===== src/rtl/fleet_pkg.sv =====
// Shared definitions for the enemy fleet: coordinate types, FSM states and
// default tuning constants.
package fleet_pkg;

  localparam int unsigned COORD_W = 10;

  typedef logic [COORD_W-1:0] coord_t;
  typedef logic [COORD_W:0]   coord_x_t;  // one spare bit so hitbox sums never wrap

  typedef enum logic [2:0] {
    ST_INIT,
    ST_IDLE,
    ST_MOVE_RIGHT,
    ST_MOVE_LEFT,
    ST_MOVE_DOWN,
    ST_WIN,
    ST_LOSE
  } fleet_state_e;

  localparam int unsigned DEF_N_ENEMIES   = 3;
  localparam int unsigned DEF_SPACING_H   = 150;
  localparam int unsigned DEF_STEP_H      = 50;
  localparam int unsigned DEF_STEP_V      = 50;
  localparam int unsigned DEF_LEFT_BOUND  = 175;
  localparam int unsigned DEF_RIGHT_BOUND = 400;
  localparam int unsigned DEF_START_V     = 65;
  localparam int unsigned DEF_LOSE_V      = 475;
  localparam int unsigned DEF_HIT_W       = 32;
  localparam int unsigned DEF_HIT_H       = 32;
  localparam int unsigned DEF_PERIOD_BASE = 32'd1 << 27;
  localparam int unsigned DEF_PERIOD_DEC  = 32'd1 << 24;
  localparam int unsigned DEF_PERIOD_MIN  = 32'd1 << 23;

endpackage


===== src/rtl/enemy_hitbox.sv =====
// Combinational point-in-box test for a single enemy.
module enemy_hitbox
  import fleet_pkg::*;
#(
  parameter int unsigned HIT_W = DEF_HIT_W,
  parameter int unsigned HIT_H = DEF_HIT_H
) (
  input  logic [COORD_W:0]   box_h,
  input  logic [COORD_W-1:0] box_v,
  input  logic [COORD_W-1:0] proj_h,
  input  logic [COORD_W-1:0] proj_v,
  output logic               hit
);

  coord_x_t ph, pv, bv;

  assign ph = {1'b0, proj_h};
  assign pv = {1'b0, proj_v};
  assign bv = {1'b0, box_v};

  assign hit = (ph >= box_h) && (ph < box_h + coord_x_t'(HIT_W)) &&
               (pv >= bv)    && (pv < bv + coord_x_t'(HIT_H));

endmodule


===== src/rtl/enemy_grid.sv =====
// Row of enemies marching left/right and descending, with projectile kills,
// speed-up per kill and win/lose detection.
module enemy_grid
  import fleet_pkg::*;
#(
  parameter int unsigned N_ENEMIES   = DEF_N_ENEMIES,
  parameter int unsigned SPACING_H   = DEF_SPACING_H,
  parameter int unsigned STEP_H      = DEF_STEP_H,
  parameter int unsigned STEP_V      = DEF_STEP_V,
  parameter int unsigned LEFT_BOUND  = DEF_LEFT_BOUND,
  parameter int unsigned RIGHT_BOUND = DEF_RIGHT_BOUND,
  parameter int unsigned START_V     = DEF_START_V,
  parameter int unsigned LOSE_V      = DEF_LOSE_V,
  parameter int unsigned HIT_W       = DEF_HIT_W,
  parameter int unsigned HIT_H       = DEF_HIT_H,
  parameter int unsigned PERIOD_BASE = DEF_PERIOD_BASE,
  parameter int unsigned PERIOD_DEC  = DEF_PERIOD_DEC,
  parameter int unsigned PERIOD_MIN  = DEF_PERIOD_MIN
) (
  input  logic                 clk,
  input  logic                 reset,
  input  logic                 start,
  input  logic                 proj_valid,
  input  logic [COORD_W-1:0]   proj_h,
  input  logic [COORD_W-1:0]   proj_v,
  output logic [COORD_W-1:0]   fleet_h,
  output logic [COORD_W-1:0]   fleet_v,
  output logic [N_ENEMIES-1:0] alive,
  output logic                 hit_pulse,
  output logic [2:0]           hit_index,
  output logic                 win,
  output logic                 lose
);

  fleet_state_e         state_q;
  coord_t               fleet_h_q, fleet_v_q;
  logic [N_ENEMIES-1:0] alive_q;
  logic                 hit_pulse_q, win_q, lose_q, dir_left_q;
  logic [2:0]           hit_index_q;
  logic [31:0]          tick_q;

  logic [N_ENEMIES-1:0] hit_vec, kill_mask;
  logic                 kill_any, hit_en, load_init, can_right, can_left;
  logic [2:0]           kill_idx;
  logic [3:0]           kills;
  logic [63:0]          dec_total, period;

  for (genvar g = 0; g < N_ENEMIES; g++) begin : g_box
    coord_x_t box_h;
    logic     in_box;
    assign box_h = coord_x_t'(fleet_h_q) + coord_x_t'(g * SPACING_H);
    enemy_hitbox #(.HIT_W(HIT_W), .HIT_H(HIT_H)) u_hitbox (
      .box_h  (box_h),
      .box_v  (fleet_v_q),
      .proj_h (proj_h),
      .proj_v (proj_v),
      .hit    (in_box)
    );
    assign hit_vec[g] = in_box & alive_q[g] & proj_valid;
  end

  // Only the lowest-indexed hit enemy dies; the rest survive this cycle.
  always_comb begin
    kill_any  = 1'b0;
    kill_idx  = '0;
    kill_mask = '0;
    kills     = '0;
    for (int unsigned i = 0; i < N_ENEMIES; i++) begin
      if (hit_vec[i] && !kill_any) begin
        kill_any     = 1'b1;
        kill_idx     = 3'(i);
        kill_mask[i] = 1'b1;
      end
      if (!alive_q[i]) kills = kills + 4'd1;
    end
  end

  assign dec_total = 64'(kills) * 64'(PERIOD_DEC);
  assign period    = (64'(PERIOD_BASE) < dec_total + 64'(PERIOD_MIN)) ?
                     64'(PERIOD_MIN) : 64'(PERIOD_BASE) - dec_total;

  assign hit_en    = (state_q == ST_IDLE) || (state_q == ST_MOVE_RIGHT) ||
                     (state_q == ST_MOVE_LEFT) || (state_q == ST_MOVE_DOWN);
  assign load_init = (state_q == ST_INIT) ||
                     (((state_q == ST_WIN) || (state_q == ST_LOSE)) && start);
  assign can_right = coord_x_t'(fleet_h_q) + coord_x_t'(STEP_H) <= coord_x_t'(RIGHT_BOUND);
  assign can_left  = coord_x_t'(fleet_h_q) >= coord_x_t'(LEFT_BOUND) + coord_x_t'(STEP_H);

  always_ff @(posedge clk) begin
    if (reset) begin
      state_q     <= ST_INIT;
      fleet_h_q   <= coord_t'(LEFT_BOUND);
      fleet_v_q   <= coord_t'(START_V);
      alive_q     <= '1;
      hit_pulse_q <= 1'b0;
      hit_index_q <= '0;
      win_q       <= 1'b0;
      lose_q      <= 1'b0;
      tick_q      <= '0;
      dir_left_q  <= 1'b0;
    end else begin
      hit_pulse_q <= 1'b0;
      if (load_init) begin
        fleet_h_q  <= coord_t'(LEFT_BOUND);
        fleet_v_q  <= coord_t'(START_V);
        alive_q    <= '1;
        win_q      <= 1'b0;
        lose_q     <= 1'b0;
        tick_q     <= '0;
        dir_left_q <= 1'b0;
      end
      if (hit_en && kill_any) begin
        alive_q     <= alive_q & ~kill_mask;
        hit_pulse_q <= 1'b1;
        hit_index_q <= kill_idx;
      end
      unique case (state_q)
        ST_INIT: if (start) state_q <= ST_IDLE;
        ST_IDLE: begin
          if (alive_q == '0) begin
            state_q <= ST_WIN;
            win_q   <= 1'b1;
          end else if (fleet_v_q > coord_t'(LOSE_V)) begin
            state_q <= ST_LOSE;
            lose_q  <= 1'b1;
          end else if (64'(tick_q) == period - 64'd1) begin
            tick_q <= '0;
            if (!dir_left_q && can_right)     state_q <= ST_MOVE_RIGHT;
            else if (dir_left_q && can_left)  state_q <= ST_MOVE_LEFT;
            else begin
              state_q    <= ST_MOVE_DOWN;
              dir_left_q <= !dir_left_q;
            end
          end else begin
            tick_q <= tick_q + 32'd1;
          end
        end
        ST_MOVE_RIGHT, ST_MOVE_LEFT, ST_MOVE_DOWN: begin
          // A kill that emptied the fleet on the entry edge pre-empts the step.
          if (alive_q == '0) begin
            state_q <= ST_WIN;
            win_q   <= 1'b1;
          end else begin
            state_q <= ST_IDLE;
            if (state_q == ST_MOVE_RIGHT)     fleet_h_q <= fleet_h_q + coord_t'(STEP_H);
            else if (state_q == ST_MOVE_LEFT) fleet_h_q <= fleet_h_q - coord_t'(STEP_H);
            else                              fleet_v_q <= fleet_v_q + coord_t'(STEP_V);
          end
        end
        ST_WIN, ST_LOSE: if (start) state_q <= ST_INIT;
        default: state_q <= ST_INIT;
      endcase
    end
  end

  assign fleet_h   = fleet_h_q;
  assign fleet_v   = fleet_v_q;
  assign alive     = alive_q;
  assign hit_pulse = hit_pulse_q;
  assign hit_index = hit_index_q;
  assign win       = win_q;
  assign lose      = lose_q;

endmodule


===== config.mk =====
export PLATFORM = sky130hd
export DESIGN_NAME = enemy_grid
export DESIGN_NICKNAME = d
export VERILOG_FILES = /design/src/rtl/fleet_pkg.sv /design/src/rtl/enemy_hitbox.sv /design/src/rtl/enemy_grid.sv
export SDC_FILE = /design/constraint.sdc
export NUM_CORES = 1
export LEC_CHECK = 0
export CAP_MARGIN = 20
export CORE_ASPECT_RATIO = 0.8
export CORE_UTILIZATION = 54
export CTS_CLUSTER_SIZE = 14
export DETAILED_ROUTE_END_ITERATION = 12
export PLACE_DENSITY = 0.86
export SKIP_LAST_GASP = 1
export SLEW_MARGIN = 40
export SYNTH_ARGS = -nofsm -noshare
export SYNTH_HDL_FRONTEND = slang
export SYNTH_SLANG_ARGS = --single-unit

===== constraint.sdc =====
create_clock -name clk -period 3.95 [get_ports clk]
set_input_delay 0.395 -clock clk [delete_from_list [all_inputs] [get_ports clk]]
set_output_delay 0.395 -clock clk [all_outputs]
set_load 0.02 [all_outputs]

==> results.sh, run 1 <==
export IMPL_post_place_cells=928
export IMPL_cts_reportedPaths_clkPinSlew_ns=0.06
export IMPL_fp_dieW_um=118.7
export IMPL_cpMostUsedCell="sky130_fd_sc_hd__ha_2"
export IMPL_timing_hold_violations_final=0
export IMPL_grt_pass1_wl_um=26720
export IMPL_async_s_r_ff_share_synth_pct=0
export IMPL_power_share_sequential_pct=28.9
export IMPL_cts_hold_buffers_added=0
export IMPL_die_h_um=95.32
export IMPL_path_cells="inv_1 > ha_2 > and2b_1 > nor2_2 > xnor2_2 > ha_2 > nand2_1 > or2_2 > xnor2_1 > ha_1 > nand3_1 > a21oi_1 > a221o_1 > o31a_1 > a211o_1 > or2_0 > nor3b_2"
export IMPL_leading_post_synthesis_cells_by_cell_area="sky130_fd_sc_hd__dfxtp_1, sky130_fd_sc_hd__ha_1, sky130_fd_sc_hd__nor2_1, sky130_fd_sc_hd__a21oi_1, sky130_fd_sc_hd__xnor2_1"
export IMPL_worst_pin_slew_ns=0.8503
export IMPL_detailedPlacementHpwl_um=12090
export IMPL_finish_stage_setup_viols=0
export IMPL_route_detailed_vias_per_inst=6.377
export IMPL_critical_path_type="reg2reg"
export IMPL_cts_max_path_buffers=2
export IMPL_routabilityCongestion=0.9361
export IMPL_ctsRootBufferMaster="sky130_fd_sc_hd__clkbuf_16"
export IMPL_drive_above_1_share_pct=8.209
export IMPL_cp_slowest_cell="sky130_fd_sc_hd__a221o_1"
export IMPL_power_switching_fraction_pct=36.01
export IMPL_detailedRoute_firstIterationViolations=602
export IMPL_required_ns=4.17
export IMPL_detailroute_via_count=6020
export IMPL_floorplan_rows=33
export IMPL_p_comb_share_pct=34.6
export IMPL_post_layout_total_power_mw=2.423
export IMPL_synthToLayoutAreaGrowth_pct=16.26
export IMPL_leakagePower_nw=2.658
export IMPL_period_minus_ws_final_ns=3.793
export IMPL_worst_hold_path_type="reg2reg"
export IMPL_synth_edf_count=0
export IMPL_sequential_fraction_of_the_synthesis_area_pct=21.80
export IMPL_total_number_of_yosys_warnings=0
export IMPL_rsz0062_at_grt="no"
export IMPL_avgSynthCellArea_um2=7.714
export IMPL_cts_inserted_buffers=9
export IMPL_synth_seq_cells=64
export IMPL_period_utilisation_layout_pct=96.02
export IMPL_floorplan_core_area_mm2=0.01041
export IMPL_synthDominantCellAreaShare_pct=21.80
export IMPL_synthTopCellsByCount="sky130_fd_sc_hd__nor2_1, sky130_fd_sc_hd__ha_1, sky130_fd_sc_hd__dfxtp_1"
export IMPL_fin_area_mm2=0.006834
export IMPL_port_buffer_count=51
export IMPL_worst_setup_path_end_kind="flip-flop"
export IMPL_fmaxAchievable_mhz=263.7
export IMPL_number_of_global_route_vias_before_repair=5604
export IMPL_floorplan_initialDensity_pct=56.49
export IMPL_rrSetupSlack_ns=0.16
export IMPL_switching_power_uw=872.7
export IMPL_detail_route_wirelength_um=16380
export IMPL_route_detailed_wl_per_inst_um=17.35
export IMPL_status="complete, no violations"
export IMPL_final_ant_viol_nets=0
export IMPL_critPathLaunchType="flip-flop"
export IMPL_total_global_routing_track_utilization_pct=29.11
export IMPL_number_of_ports_placed_on_the_die_boundary=53
export IMPL_clock_power_share_pct=36.5
export IMPL_drt_first_pass_iters=5
export IMPL_p_per_area_mw_per_mm2=354.6
export IMPL_drc_errors=0
export IMPL_critical_path_arrival_ns=4.01
export IMPL_netlist_cell_type_count=85
export IMPL_cts_tree="yes"
export IMPL_cts_max_level=3
export IMPL_finish_cell_count_without_fillers=944
export IMPL_maxSlewHeadroom_pct=43.05
export IMPL_summed_instance_area_of_the_synthesized_netlist_mm2=0.005878
export IMPL_crit_path_max_fanout=5
export IMPL_clock_sinks=64
export IMPL_insertedDiodeCount=0
export IMPL_irDropWorstVdd_v=0.0001916
export IMPL_syn_num_nets=863
export IMPL_total_number_of_nets_in_the_final_design=900
export IMPL_crit_path_max_incr_delay_ns=0.34
export IMPL_leading_register_cell_type_out_of_synthesis="sky130_fd_sc_hd__dfxtp_1"
export IMPL_fin_worst_skew_ns=0.006221
export IMPL_netlist_instances=762
export IMPL_synthMostInstantiatedCell="sky130_fd_sc_hd__nor2_1"
export IMPL_placement_cell_area_mm2=0.006471
export IMPL_max_cap_violations=0
export IMPL_setup_tns_final_ns=0
export IMPL_p_int_mw=1.551
export IMPL_final_slew_viol_count=0
export IMPL_design_die_area_mm2=0.01131
export IMPL_antenna_violations_before_repair=0
export IMPL_global_route_overflow_total=0
export IMPL_clock_insertion_delay_at_the_later_pin_of_the_skew_report_ns=0.33
export IMPL_fin_worst_hold_slack_ns=0.4768
export IMPL_maximum_number_of_pins_on_one_net_before_global_route_repair=55
export IMPL_leading_area_contributor_after_synthesis="sky130_fd_sc_hd__dfxtp_1"
placed cells by master (no fill, tap or decap), types with 4 or more instances in the layout:
master | netlist | routed
sky130_fd_sc_hd__a21oi_1 | 59 | 59
sky130_fd_sc_hd__inv_1 | 38 | 38
sky130_fd_sc_hd__and2_1 | 4 | 4
sky130_fd_sc_hd__clkbuf_16 | 0 | 9
sky130_fd_sc_hd__and3_1 | 8 | 8
sky130_fd_sc_hd__buf_4 | 3 | 15
sky130_fd_sc_hd__nor2b_1 | 5 | 5
sky130_fd_sc_hd__nand2b_1 | 10 | 10
sky130_fd_sc_hd__a311oi_1 | 14 | 14
sky130_fd_sc_hd__clkdlybuf4s50_1 | 0 | 50
sky130_fd_sc_hd__a211o_1 | 4 | 4
sky130_fd_sc_hd__xnor2_1 | 28 | 27
sky130_fd_sc_hd__nand4_1 | 12 | 12
sky130_fd_sc_hd__a211oi_1 | 9 | 9
sky130_fd_sc_hd__nor4_1 | 4 | 4
sky130_fd_sc_hd__nand2_1 | 60 | 60
sky130_fd_sc_hd__o21ai_0 | 46 | 46
sky130_fd_sc_hd__dfxtp_1 | 64 | 61
sky130_fd_sc_hd__o31ai_1 | 4 | 4
sky130_fd_sc_hd__nand3_1 | 32 | 32
sky130_fd_sc_hd__a31oi_1 | 15 | 15
sky130_fd_sc_hd__o21a_1 | 5 | 5
sky130_fd_sc_hd__nor3_1 | 21 | 21
sky130_fd_sc_hd__mux2i_1 | 4 | 4
sky130_fd_sc_hd__a21o_1 | 11 | 11
sky130_fd_sc_hd__nor3b_1 | 7 | 7
sky130_fd_sc_hd__xor2_1 | 7 | 7
sky130_fd_sc_hd__o21bai_1 | 6 | 6
sky130_fd_sc_hd__o211ai_1 | 4 | 4
sky130_fd_sc_hd__a22oi_1 | 5 | 5
sky130_fd_sc_hd__nor2_1 | 81 | 79
sky130_fd_sc_hd__ha_1 | 76 | 74
sky130_fd_sc_hd__o22ai_1 | 4 | 4
sky130_fd_sc_hd__or3_1 | 10 | 10
per-layer routing:
layer	GRT usage [%]	wire [µm]	vias up
li1	-	-	2852
met1	37.88	7164	2825
met2	50.49	7729	300
met3	3.947	1183	43
met4	8.755	300	0
met5	0	0	-
through the flow:
stage	setup WS, ns	utilization [%]
floorplan	0.09581	-
finish	0.1571	65.68
global route	0.01812	65.68
CTS	0.01810	65.34
detailed placement	0.04175	62.19
global placement	0.3018	62.17
final cells by class:
type	instances	area (µm²)
Clock inverter	7	102.6
Fill cell	832	3571
Timing Repair Buffer	65	613.1
Sequential cell	64	1285
Clock buffer	9	225.2
Tap cell	140	175.2
Multi-Input combinational cell	618	4277
Inverter	41	156.4
what timing repair did:
action	CTS	global route
gates resized for setup	0	8
setup endpoints to repair	0	4
buffers inserted	0	0
worst paths after layout:
kind | from | end | depth (start not counted)
worst min-delay path | hit_index[0] | hit_index[0] | 2
worst max-delay path | fleet_h[2] | hit_index[1] | 17
worst max register to register | fleet_h[2] | hit_index[1] | 17
worst min register to register | hit_index[0] | hit_index[0] | 2
power groups by stage:
stage	sequential [mW]	combinational (mW)	clock [mW]
global route	0.703	0.916	0.910
CTS	0.697	0.806	0.881
global placement	0.709	0.757	0
floorplan	0.699	0.591	0
detailed placement	0.712	0.797	0
finish	0.700	0.839	0.885
worst max-delay path, delay by kind of cell (launching register included):
family | cells | cell delay (ns)
and+or+nand+nor | 7 | 1.26
adders and majority gates | 3 | 0.78
buffers and inverters | 1 | 0.15
xor gates and xnor gates | 2 | 0.36
DFF | 1 | 0.31
AOI/OAI and AO/OA | 4 | 0.84
kinds of logic (layout without fill, tap and decap cells):
logic type / after synthesis / count (layout) / share of synthesized area, %
AOI/OAI and AO/OA: 218 / 218 / 24.46
xor gates and xnor gates: 37 / 37 / 5.960
adders and majority gates: 78 / 78 / 16.69
buffers and inverters: 80 / 122 / 5.981
DFF: 64 / 64 / 21.80
muxes: 5 / 5 / 0.8727
other: 1 / 1 / 0.06380
and+or+nand+nor: 279 / 279 / 24.18
state kept, by name (all words and copies together) (netlist names):
signal / cells
tick_q: 32
fleet_h: 10
fleet_v: 10
alive: 3
state_q: 3
hit_index: 2
dir_left_q: 1
hit_pulse: 1
lose: 1
win: 1
(Power assumes the default switching activity.)
==> run 2, diff against run 1 <==
Settings changed: CORE_MARGIN set to 5, CORE_UTILIZATION 54 to 59, DONT_BUFFER_PORTS set to 1, PLACE_DENSITY 0.86 to 0.85.
==> run 2 against run 1 <==
Effect of this change:
- first-iteration DRC count decreased by 21%
- clock power decreased by 4.3%
- register-to-register slack about the same
- cell area decreased by 7.8%
- worst setup slack got worse by 0.0024 ns
- fmax about the same
- sequential cell count unchanged
- critical endpoint unchanged
- sequential power about the same
- clock skew about the same
- via count decreased by 5.6%
- power decreased by 5.1%
==> results.sh, run 2 (same netlist as run 1, synthesis figures left out) <==
export IMPL_status="complete, no violations"
export IMPL_post_place_cells=873
export IMPL_detailedPlace_worstSlack_ns=0.08206
export IMPL_layout_cells_most_common="sky130_fd_sc_hd__nor2_1"
export IMPL_detail_route_wirelength_um=15390
export IMPL_floorplan_rows=32
export IMPL_finish_stage_setup_viols=0
export IMPL_detailedRoute_firstIterationViolations=476
export IMPL_global_route_overflow_total=0
export IMPL_total_global_routing_track_utilization_pct=25.49
export IMPL_irDropWorstVdd_v=0.0002202
export IMPL_required_ns=4.16
export IMPL_fmaxAchievable_mhz=263.5
export IMPL_cts_max_level=3
export IMPL_die_h_um=99.28
export IMPL_rrSetupSlack_ns=0.15
export IMPL_setup_tns_final_ns=0
export IMPL_floorplan_core_area_mm2=0.009689
export IMPL_floorplan_initialDensity_pct=60.67
export IMPL_timing_hold_violations_final=0
export IMPL_maximum_number_of_pins_on_one_net_before_global_route_repair=55
export IMPL_synthToLayoutAreaGrowth_pct=7.152
export IMPL_maxSlewHeadroom_pct=50.26
export IMPL_cts_inserted_buffers=9
export IMPL_crit_path_max_incr_delay_ns=0.34
export IMPL_ctsRootBufferMaster="sky130_fd_sc_hd__clkbuf_16"
export IMPL_fp_dieW_um=121.6
export IMPL_period_minus_ws_final_ns=3.795
export IMPL_leakagePower_nw=2.454
export IMPL_crit_path_max_fanout=5
export IMPL_number_of_global_route_vias_before_repair=5401
export IMPL_fin_area_mm2=0.006299
export IMPL_grt_pass1_wl_um=25750
export IMPL_placement_cell_area_mm2=0.005958
export IMPL_post_layout_total_power_mw=2.300
export IMPL_fin_worst_hold_slack_ns=0.1432
export IMPL_route_detailed_vias_per_inst=6.402
export IMPL_insertedDiodeCount=0
export IMPL_critPathLaunchType="flip-flop"
export IMPL_cts_max_path_buffers=2
export IMPL_antenna_violations_before_repair=0
export IMPL_detailedPlacementHpwl_um=11500
export IMPL_max_cap_violations=0
export IMPL_clock_sinks=64
export IMPL_finish_cell_count_without_fillers=888
export IMPL_clock_insertion_delay_at_the_later_pin_of_the_skew_report_ns=0.33
export IMPL_period_utilisation_layout_pct=96.08
export IMPL_critical_path_arrival_ns=4.01
export IMPL_critical_path_type="reg2reg"
export IMPL_total_number_of_nets_in_the_final_design=849
export IMPL_finalWorstSetupSlack_ns=0.1548
export IMPL_number_of_ports_placed_on_the_die_boundary=53
export IMPL_cp_slowest_cell="sky130_fd_sc_hd__a211o_1"
export IMPL_drc_errors=0
export IMPL_drt_first_pass_iters=5
export IMPL_final_core_utilization_pct=65.01
export IMPL_registers_top_by_ff_count="tick_q"
export IMPL_fin_worst_skew_ns=0.005964
export IMPL_design_die_area_mm2=0.01207
export IMPL_path_cells="inv_1 > ha_2 > and2b_1 > nor2_2 > xnor2_2 > ha_1 > nand2_1 > or2_2 > xnor2_1 > ha_1 > nand3_1 > a21oi_1 > a221o_1 > o31a_1 > a211o_1 > or2_0 > nor3b_2"
export IMPL_layout_common_cells="sky130_fd_sc_hd__nor2_1, sky130_fd_sc_hd__ha_1, sky130_fd_sc_hd__dfxtp_1"
export IMPL_cp_top_family="simple AND/OR/NAND/NOR gates"
export IMPL_worst_pin_slew_ns=0.7446
export IMPL_final_ant_viol_nets=0
export IMPL_cts_reportedPaths_clkPinSlew_ns=0.06
export IMPL_port_buffer_count=0
export IMPL_cts_tree="yes"
export IMPL_worst_setup_path_end_kind="flip-flop"
export IMPL_cpMostUsedCell="sky130_fd_sc_hd__ha_1"
export IMPL_routabilityCongestion=0.9736
export IMPL_critPathBufInv=1
export IMPL_largest_register_ff_count=32
export IMPL_worst_hold_path_type="in2reg"
export IMPL_p_per_area_mw_per_mm2=365.2
export IMPL_final_slew_viol_count=0
export IMPL_route_detailed_wl_per_inst_um=17.33
export IMPL_drive_above_1_share_pct=8.245
export IMPL_detailroute_via_count=5685
## run 2: metal layers
layer	track usage, %	vias to the layer above	share of wire (%)
met3	7.163	14	10
met2	39.19	268	45
li1	-	2745	-
met4	5.599	0	0.85
met5	0	-	0
met1	35.62	2658	44
## run 2: power by group
group	leakage (nW)	internal, mW	switching, mW
logic	1.79	0.290	0.464
registers	0.517	0.660	0.0387
clock network	0.147	0.546	0.300
## run 2: final timing paths
check,startpoint,end,cells after the start
setup / recovery,fleet_h[2],hit_index[1],17
setup reg to reg,fleet_h[2],hit_index[1],17
hold reg to reg,tick_q[19],tick_q[19],1
hold / removal,reset,hit_pulse,1
## run 2: area by class of cell
class / count / area [µm²]
tap: 136 / 170.2
multi-input combinational: 618 / 4270
sequential: 64 / 1286
clock inverter: 6 / 85.08
fill: 832 / 3391
timing repair buffer: 14 / 105.1
clock buffer: 9 / 225.2
inverter: 41 / 156.4
## run 2: repair_timing
item,4_1_cts,5_1_grt
hold buffers,0,0
gates resized for setup,0,7
setup endpoints to repair,0,5
endpoints found under the hold margin,0,0
buffers inserted,0,0
==> run 3, diff against run 2 <==
Settings changed: CORE_UTILIZATION 59 to 60, PLACE_DENSITY 0.85 to 0.83.
Clock period 3.95 ns to 4.3 ns, I/O delays scaled along.
==> run 3 against run 2 <==
Effect of this change:
- via count about the same
- combinational power decreased by 8.1%
- sequential cell count unchanged
- cell area decreased by 0.95%
==> results.sh, run 3 (same netlist as run 1, synthesis figures left out) <==
export IMPL_status="complete, no violations"
export IMPL_leakagePower_nw=2.440
export IMPL_port_buffer_count=0
export IMPL_rsz0062_at_grt="no"
export IMPL_number_of_global_route_vias_before_repair=5315
export IMPL_final_ant_viol_nets=0
export IMPL_layout_cells_most_common="sky130_fd_sc_hd__nor2_1"
export IMPL_p_per_area_mw_per_mm2=339.4
export IMPL_reg2regPathDepth=17
export IMPL_antenna_violations_before_repair=0
export IMPL_critPathLaunchType="flip-flop"
export IMPL_irDropWorstVdd_v=0.0002079
export IMPL_route_met3_wl_um=1330
export IMPL_global_route_overflow_total=0
export IMPL_detailedRoute_firstIterationViolations=505
export IMPL_synthToLayoutAreaGrowth_pct=6.130
export IMPL_worst_pin_slew_ns=0.7549
export IMPL_routed_top_layer="met4"
export IMPL_drt_first_pass_iters=5
export IMPL_worstReg2RegStart="fleet_h[2]"
export IMPL_whs_endpoint="hit_pulse"
export IMPL_clock_insertion_delay_at_the_later_pin_of_the_skew_report_ns=0.33
export IMPL_worstHoldPathCells=1
export IMPL_period_utilisation_layout_pct=90.32
export IMPL_period_minus_ws_final_ns=3.884
export IMPL_ctsRootBufferMaster="sky130_fd_sc_hd__clkbuf_16"
export IMPL_timing_hold_violations_final=0
export IMPL_setup_tns_final_ns=0
export IMPL_total_global_routing_track_utilization_pct=25.93
export IMPL_design_die_area_mm2=0.01189
export IMPL_clock_sinks=64
export IMPL_floorplan_initialDensity_pct=61.17
export IMPL_rrSetupSlack_ns=0.42
export IMPL_cts_inserted_buffers=9
export IMPL_met1_length_um=6969
export IMPL_final_slew_viol_count=0
export IMPL_max_cap_violations=0
export IMPL_fin_worst_skew_ns=0.006862
export IMPL_post_layout_total_power_mw=2.117
export IMPL_drc_errors=0
export IMPL_crit_path_max_fanout=5
export IMPL_total_number_of_nets_in_the_final_design=846
export IMPL_detailedPlace_worstSlack_ns=0.4661
export IMPL_final_core_utilization_pct=64.92
export IMPL_fmaxAchievable_mhz=257.5
export IMPL_cts_hold_buffers_added=0
export IMPL_ctsResizeCount=0
export IMPL_cts_max_level=3
export IMPL_detailedPlacementHpwl_um=11580
export IMPL_post_cts_buffers=0
export IMPL_routabilityCongestion=0.9066
export IMPL_required_ns=4.51
export IMPL_cts_reportedPaths_clkPinSlew_ns=0.05
export IMPL_largest_register_ff_count=32
export IMPL_reg_to_reg_end="hit_index[1]"
export IMPL_floorplan_core_area_mm2=0.009609
export IMPL_detail_route_wirelength_um=15470
export IMPL_insertedDiodeCount=0
export IMPL_holdCritStartpoint="reset"
export IMPL_die_h_um=98.53
export IMPL_cts_max_path_buffers=2
export IMPL_maxSlewHeadroom_pct=49.61
export IMPL_fp_dieW_um=120.7
export IMPL_route_detailed_vias_per_inst=6.551
export IMPL_grt_pass1_wl_um=25830
export IMPL_cts_tree="yes"
export IMPL_critical_path_type="reg2reg"
export IMPL_met2WireLength_um=6993
export IMPL_fin_worst_hold_slack_ns=0.1820
export IMPL_finish_stage_setup_viols=0
export IMPL_number_of_ports_placed_on_the_die_boundary=53
export IMPL_layout_common_cells="sky130_fd_sc_hd__nor2_1, sky130_fd_sc_hd__ha_1, sky130_fd_sc_hd__dfxtp_1"
export IMPL_finalWorstSetupSlack_ns=0.4163
export IMPL_maximum_number_of_pins_on_one_net_before_global_route_repair=55
export IMPL_critical_path_arrival_ns=4.10
export IMPL_worst_setup_path_end_kind="flip-flop"
export IMPL_drive_above_1_share_pct=7.343
export IMPL_worst_hold_path_type="in2reg"
export IMPL_floorplan_rows=32
export IMPL_route_detailed_wl_per_inst_um=17.83
export IMPL_registers_top_by_ff_count="tick_q"
export IMPL_detailroute_via_count=5686
## run 3: cell count changes in the layout (fill, tap and decap cells not counted), sizes merged
| cell | delta |
|---|---|
| buf | -3 |
| clkbuf | +1 |
| clkinvlp | -1 |
## run 3: report_power, final
group	internal (mW)	total (mW)	switching, mW
clock	0.520	0.785	0.266
combinational	0.265	0.693	0.427
sequential	0.607	0.640	0.0332
## run 3: worst max-delay path: stages (launching register included)
cell and delay, ns:
sky130_fd_sc_hd__dfxtp_1 0.33, sky130_fd_sc_hd__inv_1 0.11, sky130_fd_sc_hd__ha_1 0.27, sky130_fd_sc_hd__and2b_1 0.29, sky130_fd_sc_hd__nor2_1 0.07, sky130_fd_sc_hd__xnor2_1 0.32
sky130_fd_sc_hd__ha_1 0.26, sky130_fd_sc_hd__nand2_1 0.06, sky130_fd_sc_hd__or2_2 0.28, sky130_fd_sc_hd__xnor2_1 0.13, sky130_fd_sc_hd__ha_1 0.32, sky130_fd_sc_hd__nand3_1 0.11
sky130_fd_sc_hd__a21oi_1 0.05, sky130_fd_sc_hd__a221o_1 0.33, sky130_fd_sc_hd__o31a_1 0.11, sky130_fd_sc_hd__a211o_1 0.33, sky130_fd_sc_hd__or2_0 0.24, sky130_fd_sc_hd__nor3b_2 0.16
## run 3: cell type report
type	instances	area, µm²
sequential	64	1282
fill	794	3371
inverter	41	156.4
timing repair buffer	11	82.58
tap	119	148.9
clock buffer	10	239.0
clock inverter	5	81.33
multi-input combinational	618	4248
## run 3: worst max path at each step
stage / to / from / slack (ns)
6_report: hit_index[1] / fleet_h[2] / 0.42
5_1_grt: alive[2] / fleet_h[3] / 0.09
4_1_cts: hit_index[1] / fleet_h[2] / 0.46
3_5_place_dp: alive[2] / fleet_h[9] / 0.47
3_3_place_gp: hit_index[1] / fleet_h[2] / 0.66
2_1_floorplan: hit_index[1] / fleet_h[2] / 0.45
## run 3: metrics by stage
stage	instances	area, µm²
after floorplan	762	5878
after global placement	853	5914
after detailed placement	853	5917
after CTS	868	6237
after global routing	868	6238
final	868	6238
## run 3: metal layers
metal	vias up	GRT usage, %
met5	-	0
met4	0	6.098
met3	23	6.885
met2	239	40.96
met1	2687	35.49
li1	2737	-
